### config.mk
export PLATFORM = sky130hd
export DESIGN_NAME = bcd_sub_serial_flat
export DESIGN_NICKNAME = d
export VERILOG_FILES = /design/src/rtl/bcd_sub_serial_if.sv /design/src/rtl/bcd_sub_serial.sv /design/src/flat_wrapper.sv
export SDC_FILE = /design/constraint.sdc
export NUM_CORES = 1
export LEC_CHECK = 0
export ABC_CLOCK_PERIOD_IN_PS = 3200
export BUFFER_PORTS_ARGS = -buffer_cell sky130_fd_sc_hd__buf_2
export CELL_PAD_IN_SITES_DETAIL_PLACEMENT = 0
export CELL_PAD_IN_SITES_GLOBAL_PLACEMENT = 1
export CORE_ASPECT_RATIO = 0.75
export CORE_UTILIZATION = 41
export DETAILED_ROUTE_END_ITERATION = 8
export PLACE_DENSITY_LB_ADDON = 0.1
export SYNTH_ARGS = -nofsm -noshare
export SYNTH_HDL_FRONTEND = slang
export SYNTH_SLANG_ARGS = --single-unit
### constraint.sdc
create_clock -name clk -period 3.2 [get_ports clk]
set_input_delay 0.64 -clock clk [delete_from_list [all_inputs] [get_ports clk]]
set_output_delay 0.64 -clock clk [all_outputs]
set_load 0.02 [all_outputs]
### src/rtl/bcd_sub_serial_if.sv
`default_nettype none
// ============================================================================
// Module      : bcd_sub_serial_if
// Description : Handshake/data bundle for the digit-serial BCD subtractor.
//               Input side : in_valid / in_ready carrying a, b, bin.
//               Output side: out_valid / out_ready carrying d, bout
//               (plus err when BCD_SUB_CHECK_EN is defined).
//               master = producer/consumer side, slave = subtractor side.
// Revision    : 1.0 - initial release
// ============================================================================
interface bcd_sub_serial_if #(
    parameter int DIGITS = 4
);
    localparam int c_width = 4 * DIGITS;

    logic               in_valid;
    logic               in_ready;
    logic [c_width-1:0] a;
    logic [c_width-1:0] b;
    logic               bin;
    logic               out_valid;
    logic               out_ready;
    logic [c_width-1:0] d;
    logic               bout;
`ifdef BCD_SUB_CHECK_EN
    logic               err;

    modport master (
        output in_valid, a, b, bin, out_ready,
        input  in_ready, out_valid, d, bout, err
    );

    modport slave (
        input  in_valid, a, b, bin, out_ready,
        output in_ready, out_valid, d, bout, err
    );
`else
    modport master (
        output in_valid, a, b, bin, out_ready,
        input  in_ready, out_valid, d, bout
    );

    modport slave (
        input  in_valid, a, b, bin, out_ready,
        output in_ready, out_valid, d, bout
    );
`endif
endinterface
`default_nettype wire

### src/rtl/bcd_sub_serial.sv
`default_nettype none
// ============================================================================
// Module      : bcd_sub_serial
// Description : Digit-serial packed-BCD subtractor, D = A - B - bin, one
//               decimal digit per clock, least significant digit first.
//               A negative result sets bout and leaves the ten's-complement
//               form in d. Digits above 9 go through the same arithmetic
//               without correction.
// Ports       : clk    - clock, rising edge
//               rst_n  - synchronous active-low reset
//               bus    - bcd_sub_serial_if.slave
//                        in_valid/in_ready, a, b, bin   (operand side)
//                        out_valid/out_ready, d, bout   (result side)
//                        err (only with BCD_SUB_CHECK_EN)
// Options     : BCD_SUB_CHECK_EN - adds err, flagging any operand digit > 9
// Revision    : 1.0 - initial release
// ============================================================================
module bcd_sub_serial #(
    parameter int DIGITS = 4
) (
    input  wire logic         clk,
    input  wire logic         rst_n,
    bcd_sub_serial_if.slave   bus
);

    localparam int                 c_width     = 4 * DIGITS;
    localparam int                 c_cnt_w     = (DIGITS > 1) ? $clog2(DIGITS) : 1;
    localparam logic [c_cnt_w-1:0] c_last_digit = c_cnt_w'(DIGITS - 1);
    localparam logic [c_cnt_w-1:0] c_cnt_one    = c_cnt_w'(1);

    typedef enum logic [1:0] {
        ST_IDLE = 2'd0,
        ST_RUN  = 2'd1,
        ST_DONE = 2'd2
    } state_t;

    state_t               r_state;
    logic [c_cnt_w-1:0]   r_cnt;
    logic                 r_borrow;
    logic [c_width-1:0]   r_a;
    logic [c_width-1:0]   r_b;
    logic [c_width-1:0]   r_d;
    logic                 r_bout;
    logic                 r_out_valid;

    // One digit step. The operand registers shift right each RUN cycle, so
    // the current digit is always in bits [3:0]. The span of a - b - borrow
    // for 4-bit digits is -16..15, which fits 5-bit two's complement exactly.
    logic [4:0]           w_t;
    logic                 w_neg;
    logic [3:0]           w_digit;

    always_comb begin
        w_t     = {1'b0, r_a[3:0]} - {1'b0, r_b[3:0]} - {4'd0, r_borrow};
        w_neg   = w_t[4];
        // Low nibble of (t + 10) depends only on the low nibble of t.
        w_digit = w_neg ? (w_t[3:0] + 4'd10) : w_t[3:0];
    end

`ifdef BCD_SUB_CHECK_EN
    logic r_err_pending;
    logic w_bad_digit;

    always_comb begin
        w_bad_digit = 1'b0;
        for (int i = 0; i < DIGITS; i++) begin
            if ((bus.a[4*i +: 4] > 4'd9) || (bus.b[4*i +: 4] > 4'd9)) begin
                w_bad_digit = 1'b1;
            end
        end
    end
`endif

    always_ff @(posedge clk) begin
        if (!rst_n) begin
            r_state     <= ST_IDLE;
            r_cnt       <= '0;
            r_borrow    <= 1'b0;
            r_a         <= '0;
            r_b         <= '0;
            r_d         <= '0;
            r_bout      <= 1'b0;
            r_out_valid <= 1'b0;
`ifdef BCD_SUB_CHECK_EN
            r_err_pending <= 1'b0;
`endif
        end else begin
            case (r_state)
                ST_IDLE: begin
                    // in_ready is high whenever we are here out of reset.
                    if (bus.in_valid) begin
                        r_a      <= bus.a;
                        r_b      <= bus.b;
                        r_borrow <= bus.bin;
                        r_cnt    <= '0;
                        r_state  <= ST_RUN;
`ifdef BCD_SUB_CHECK_EN
                        r_err_pending <= w_bad_digit;
`endif
                    end
                end

                ST_RUN: begin
                    // Digit registers are written in place so untouched
                    // digits keep their previous value.
                    r_d[{r_cnt, 2'b00} +: 4] <= w_digit;
                    r_borrow <= w_neg;
                    r_a      <= r_a >> 4;
                    r_b      <= r_b >> 4;
                    r_cnt    <= r_cnt + c_cnt_one;
                    if (r_cnt == c_last_digit) begin
                        r_bout      <= w_neg;
                        r_out_valid <= 1'b1;
                        r_state     <= ST_DONE;
                    end
                end

                ST_DONE: begin
                    if (bus.out_ready) begin
                        r_out_valid <= 1'b0;
                        r_state     <= ST_IDLE;
                    end
                end

                default: begin
                    r_out_valid <= 1'b0;
                    r_state     <= ST_IDLE;
                end
            endcase
        end
    end

    assign bus.in_ready  = rst_n & (r_state == ST_IDLE);
    assign bus.out_valid = r_out_valid;
    assign bus.d         = r_d;
    assign bus.bout      = r_bout;
`ifdef BCD_SUB_CHECK_EN
    assign bus.err       = r_out_valid & r_err_pending;
`endif

endmodule
`default_nettype wire
### src/flat_wrapper.sv
// flat-port wrapper written by rule: the top's interface ports become plain ports
module bcd_sub_serial_flat 
#(
    parameter int DIGITS = 4
)
  (clk, rst_n, bus_in_valid, bus_a, bus_b, bus_bin, bus_out_ready, bus_in_ready, bus_out_valid, bus_d, bus_bout);
  bcd_sub_serial_if #(.DIGITS(DIGITS)) bus_i ();
  input  wire logic clk;
  input  wire logic rst_n;
  input wire logic [$bits(bus_i.in_valid)-1:0] bus_in_valid;
  input wire logic [$bits(bus_i.a)-1:0] bus_a;
  input wire logic [$bits(bus_i.b)-1:0] bus_b;
  input wire logic [$bits(bus_i.bin)-1:0] bus_bin;
  input wire logic [$bits(bus_i.out_ready)-1:0] bus_out_ready;
  output wire logic [$bits(bus_i.in_ready)-1:0] bus_in_ready;
  output wire logic [$bits(bus_i.out_valid)-1:0] bus_out_valid;
  output wire logic [$bits(bus_i.d)-1:0] bus_d;
  output wire logic [$bits(bus_i.bout)-1:0] bus_bout;
  assign bus_i.in_valid = bus_in_valid;
  assign bus_i.a = bus_a;
  assign bus_i.b = bus_b;
  assign bus_i.bin = bus_bin;
  assign bus_i.out_ready = bus_out_ready;
  assign bus_in_ready = bus_i.in_ready;
  assign bus_out_valid = bus_i.out_valid;
  assign bus_d = bus_i.d;
  assign bus_bout = bus_i.bout;
  bcd_sub_serial #(.DIGITS(DIGITS)) u_core (.clk(clk), .rst_n(rst_n), .bus(bus_i));
endmodule
==> results.cfg <==
[outcome]
status = complete, no violations

[pwr]
p_leak_uw = 0.00145
total_power_uw = 1590
powerDensity_nw_per_um2 = 472
ir_drop_mv = 0.201

[routing]
drt_wl_total_um = 7370
drc = 0
firstDrtPassIters = 6
via_per_inst = 5.32
num_vias = 2601
drtAntennaViolNets = 0
routedWlPerCell_um = 15.1
first_iter_violations = 130

[synthesis]
syn_nets = 400
yosysTopAreaCell = dfxtp_1
synth_edf_count = 0
synth_seq_cells = 55
avgSynthCellArea_um2 = 8.52
synth_top_area_share = 0.371
synth_area_um2 = 2970
ys_top_cells_by_area = dfxtp_1 37%, o221a_2 9.1%, a21oi_1 8.6%
synth_cell_types = 46
ys_warn_count = 0
synth-seq-area-share = 0.371
syn_inst = 348
ys.flop_type = dfxtp_1
async_flop_share = 0

[final_layout]
syn2layout_area_growth_pct = 13.8
final_cells = 489
final_cell_mix = 55 x buf_2, 54 x dfxtp_1, 51 x nor2_1, 51 x a21oi_1, 33 x nor2b_1
nNetsFinal = 444
design_area_um2 = 3370
final_common_cell = buf_2
diodes = 0
drive_gt1_frac = 0.263

[setup_path]
slowest_delay_ns = 0.46
r2r_setup_slack_ns = 0.55
cp-end-kind = flip-flop
cp_top_family = adder cells
crit_chain = inv_1 -> fa_1 -> fa_1 -> xor2_1 -> ha_1 -> a21oi_1 -> nor2_1 -> a211oi_1 -> o21ai_0
critPathBufInv = 1
r2r_end = u_core.bus.d[2]
setup.worst_path.start_class = flip-flop
critical-path-slowest-cell = fa_1
rr_startpoint = u_core.r_b[0]
critPathRequiredTime_ns = 3.38
cp_common_cell = fa_1
crit_fanout = 4
reg2reg_depth = 9
arrival_ns = 2.83
worst-setup-path-type = flip-flop to flip-flop

[clocking]
clock-sinks = 55
cts_resized = 0
clk_pin_slew_ns = 0.10
htree_levels = 2
hold_buffers = 0
clkLatencyLatePin_ns = 0.31
cts_tree = done
cts_made_buffers = 5
cts_buffer_depth = 2
clockRootBuffer = clkbuf_8
post_cts_buffers = 0

[grt]
grt_max_degree = 64
grt_pass1_vias = 2284
track_usage = 0.198
grt_pass1_wl_um = 11600
antenna_found_initial = 0
overflow = 0

[job]
cap_violations = 0

[sta]
whs_ns = 0.456
maxSlewHeadroom = 0.481
setup_viol = 0
rsz0062_at_grt = no
fin_crit_sh = 0.828
skew_ns = 0.00654
maxSlewViolCount = 0
tns_ns = 0
tightest_slew_ns = 0.776
fin_crit_ns = 2.65
hold_viol_final = 0
fmaxAchievable_mhz = 377

[place]
hpwlAfterDp_um = 5010
gp_congestion = 0.815
dpl_cell_area_um2 = 3300
dp.cells = 483
portBuffers = 55

[floorplanning]
pin_count = 56
fp.coreArea_um2 = 6900
dieArea_um2 = 7580
start_util = 0.430
die_w_um = 100
die_h_um = 75.7
fp-row-count = 26

[min_path]
min_path_cells = 2
min_from = u_core.bus.d[8]
hold_end = u_core.bus.d[8]
min_path_type = flip-flop to flip-flop
==> worst register-to-register path: stages (launching register included) <==
cell and delay (ns):
dfxtp_1 0.35, inv_1 0.06, fa_1 0.46, fa_1 0.46
xor2_1 0.17, ha_1 0.29, a21oi_1 0.13, nor2_1 0.06
a211oi_1 0.39, o21ai_0 0.15
==> logic make-up after synthesis <==
| logic type | synth area share |
|---|---|
| simple gates | 0.228 |
| compound gates | 0.251 |
| flops | 0.371 |
| buf+inv | 0.0532 |
| fa+ha+maj | 0.0684 |
| xor+xnor | 0.0143 |
| mux | 0.0135 |
==> cell usage after synthesis (2+ instances only) <==
library cell  count
dfxtp_1          55
a21oi_1          51
nor3_1            5
a211oi_1          2
a2bb2oi_1         2
buf_2            12
nand2_1          12
o21a_1            2
nand2b_1          2
clkbuf_1         10
inv_1            11
ha_1             13
nor2b_1          33
nor2_1           51
o221a_2          24
a32oi_1           2
fa_1              2
and4bb_2          2
o21ai_0           8
nand3_1          13
o21ai_1           4
mux2i_1           4
nand4_1           4
xor2_1            2
==> cell type report <==
cell class	count	area, um^2
clock inverters	1	7.51
flip-flops and latches	55	1100
clock buffers	5	68.8
repair buffers	61	320
multi-input cells	257	1710
inverters	12	45.0
fillers	747	3520
well taps	98	123
==> layer usage <==
layer / track usage / share of wire
met1: 0.314 / 0.57
met2: 0.270 / 0.39
met3: 0.0349 / 0.037
met4: 0.0531 / 0.0091
met5: 0 / 0
==> worst max-delay path by stage <==
stage,from,end,slack (ns),depth (start not counted)
detailed placement,u_core.r_b[0],u_core.bus.d[14],0.60,9
CTS,u_core.r_b[0],u_core.bus.d[6],0.59,9
global placement,u_core.r_b[0],u_core.bus.d[10],0.67,9
global route,u_core.r_b[0],u_core.bus.d[14],0.31,9
finish,u_core.r_b[0],u_core.bus.d[2],0.55,9
floorplan,u_core.r_b[0],u_core.bus.d[10],0.81,9
==> state kept, by name, indices dropped and copies added (netlist names) <==
register	count
u_core.r_a	16
u_core.r_b	16
u_core.r_borrow	1
u_core.bus.out_valid	1
u_core.r_cnt	2
u_core.bus.d	16
u_core.bus.bout	1
u_core.r_state	2
==> where the power goes <==
group          internal [uW]  total [uW]  leakage [uW]  switching [uW]
registers                728         757      0.000451            29.2
logic                    193         459      0.000967             266
clock network            146         376     0.0000361             230
total                   1070        1590       0.00145             525
==> per-stage QoR <==
step / util / setup WS (ns)
after detailed placement: 0.478 / 0.602
after CTS: 0.489 / 0.588
final: 0.489 / 0.551
after global routing: 0.489 / 0.314
after global placement: 0.478 / 0.672
after floorplan: - / 0.814
(Power assumes the default switching activity.)
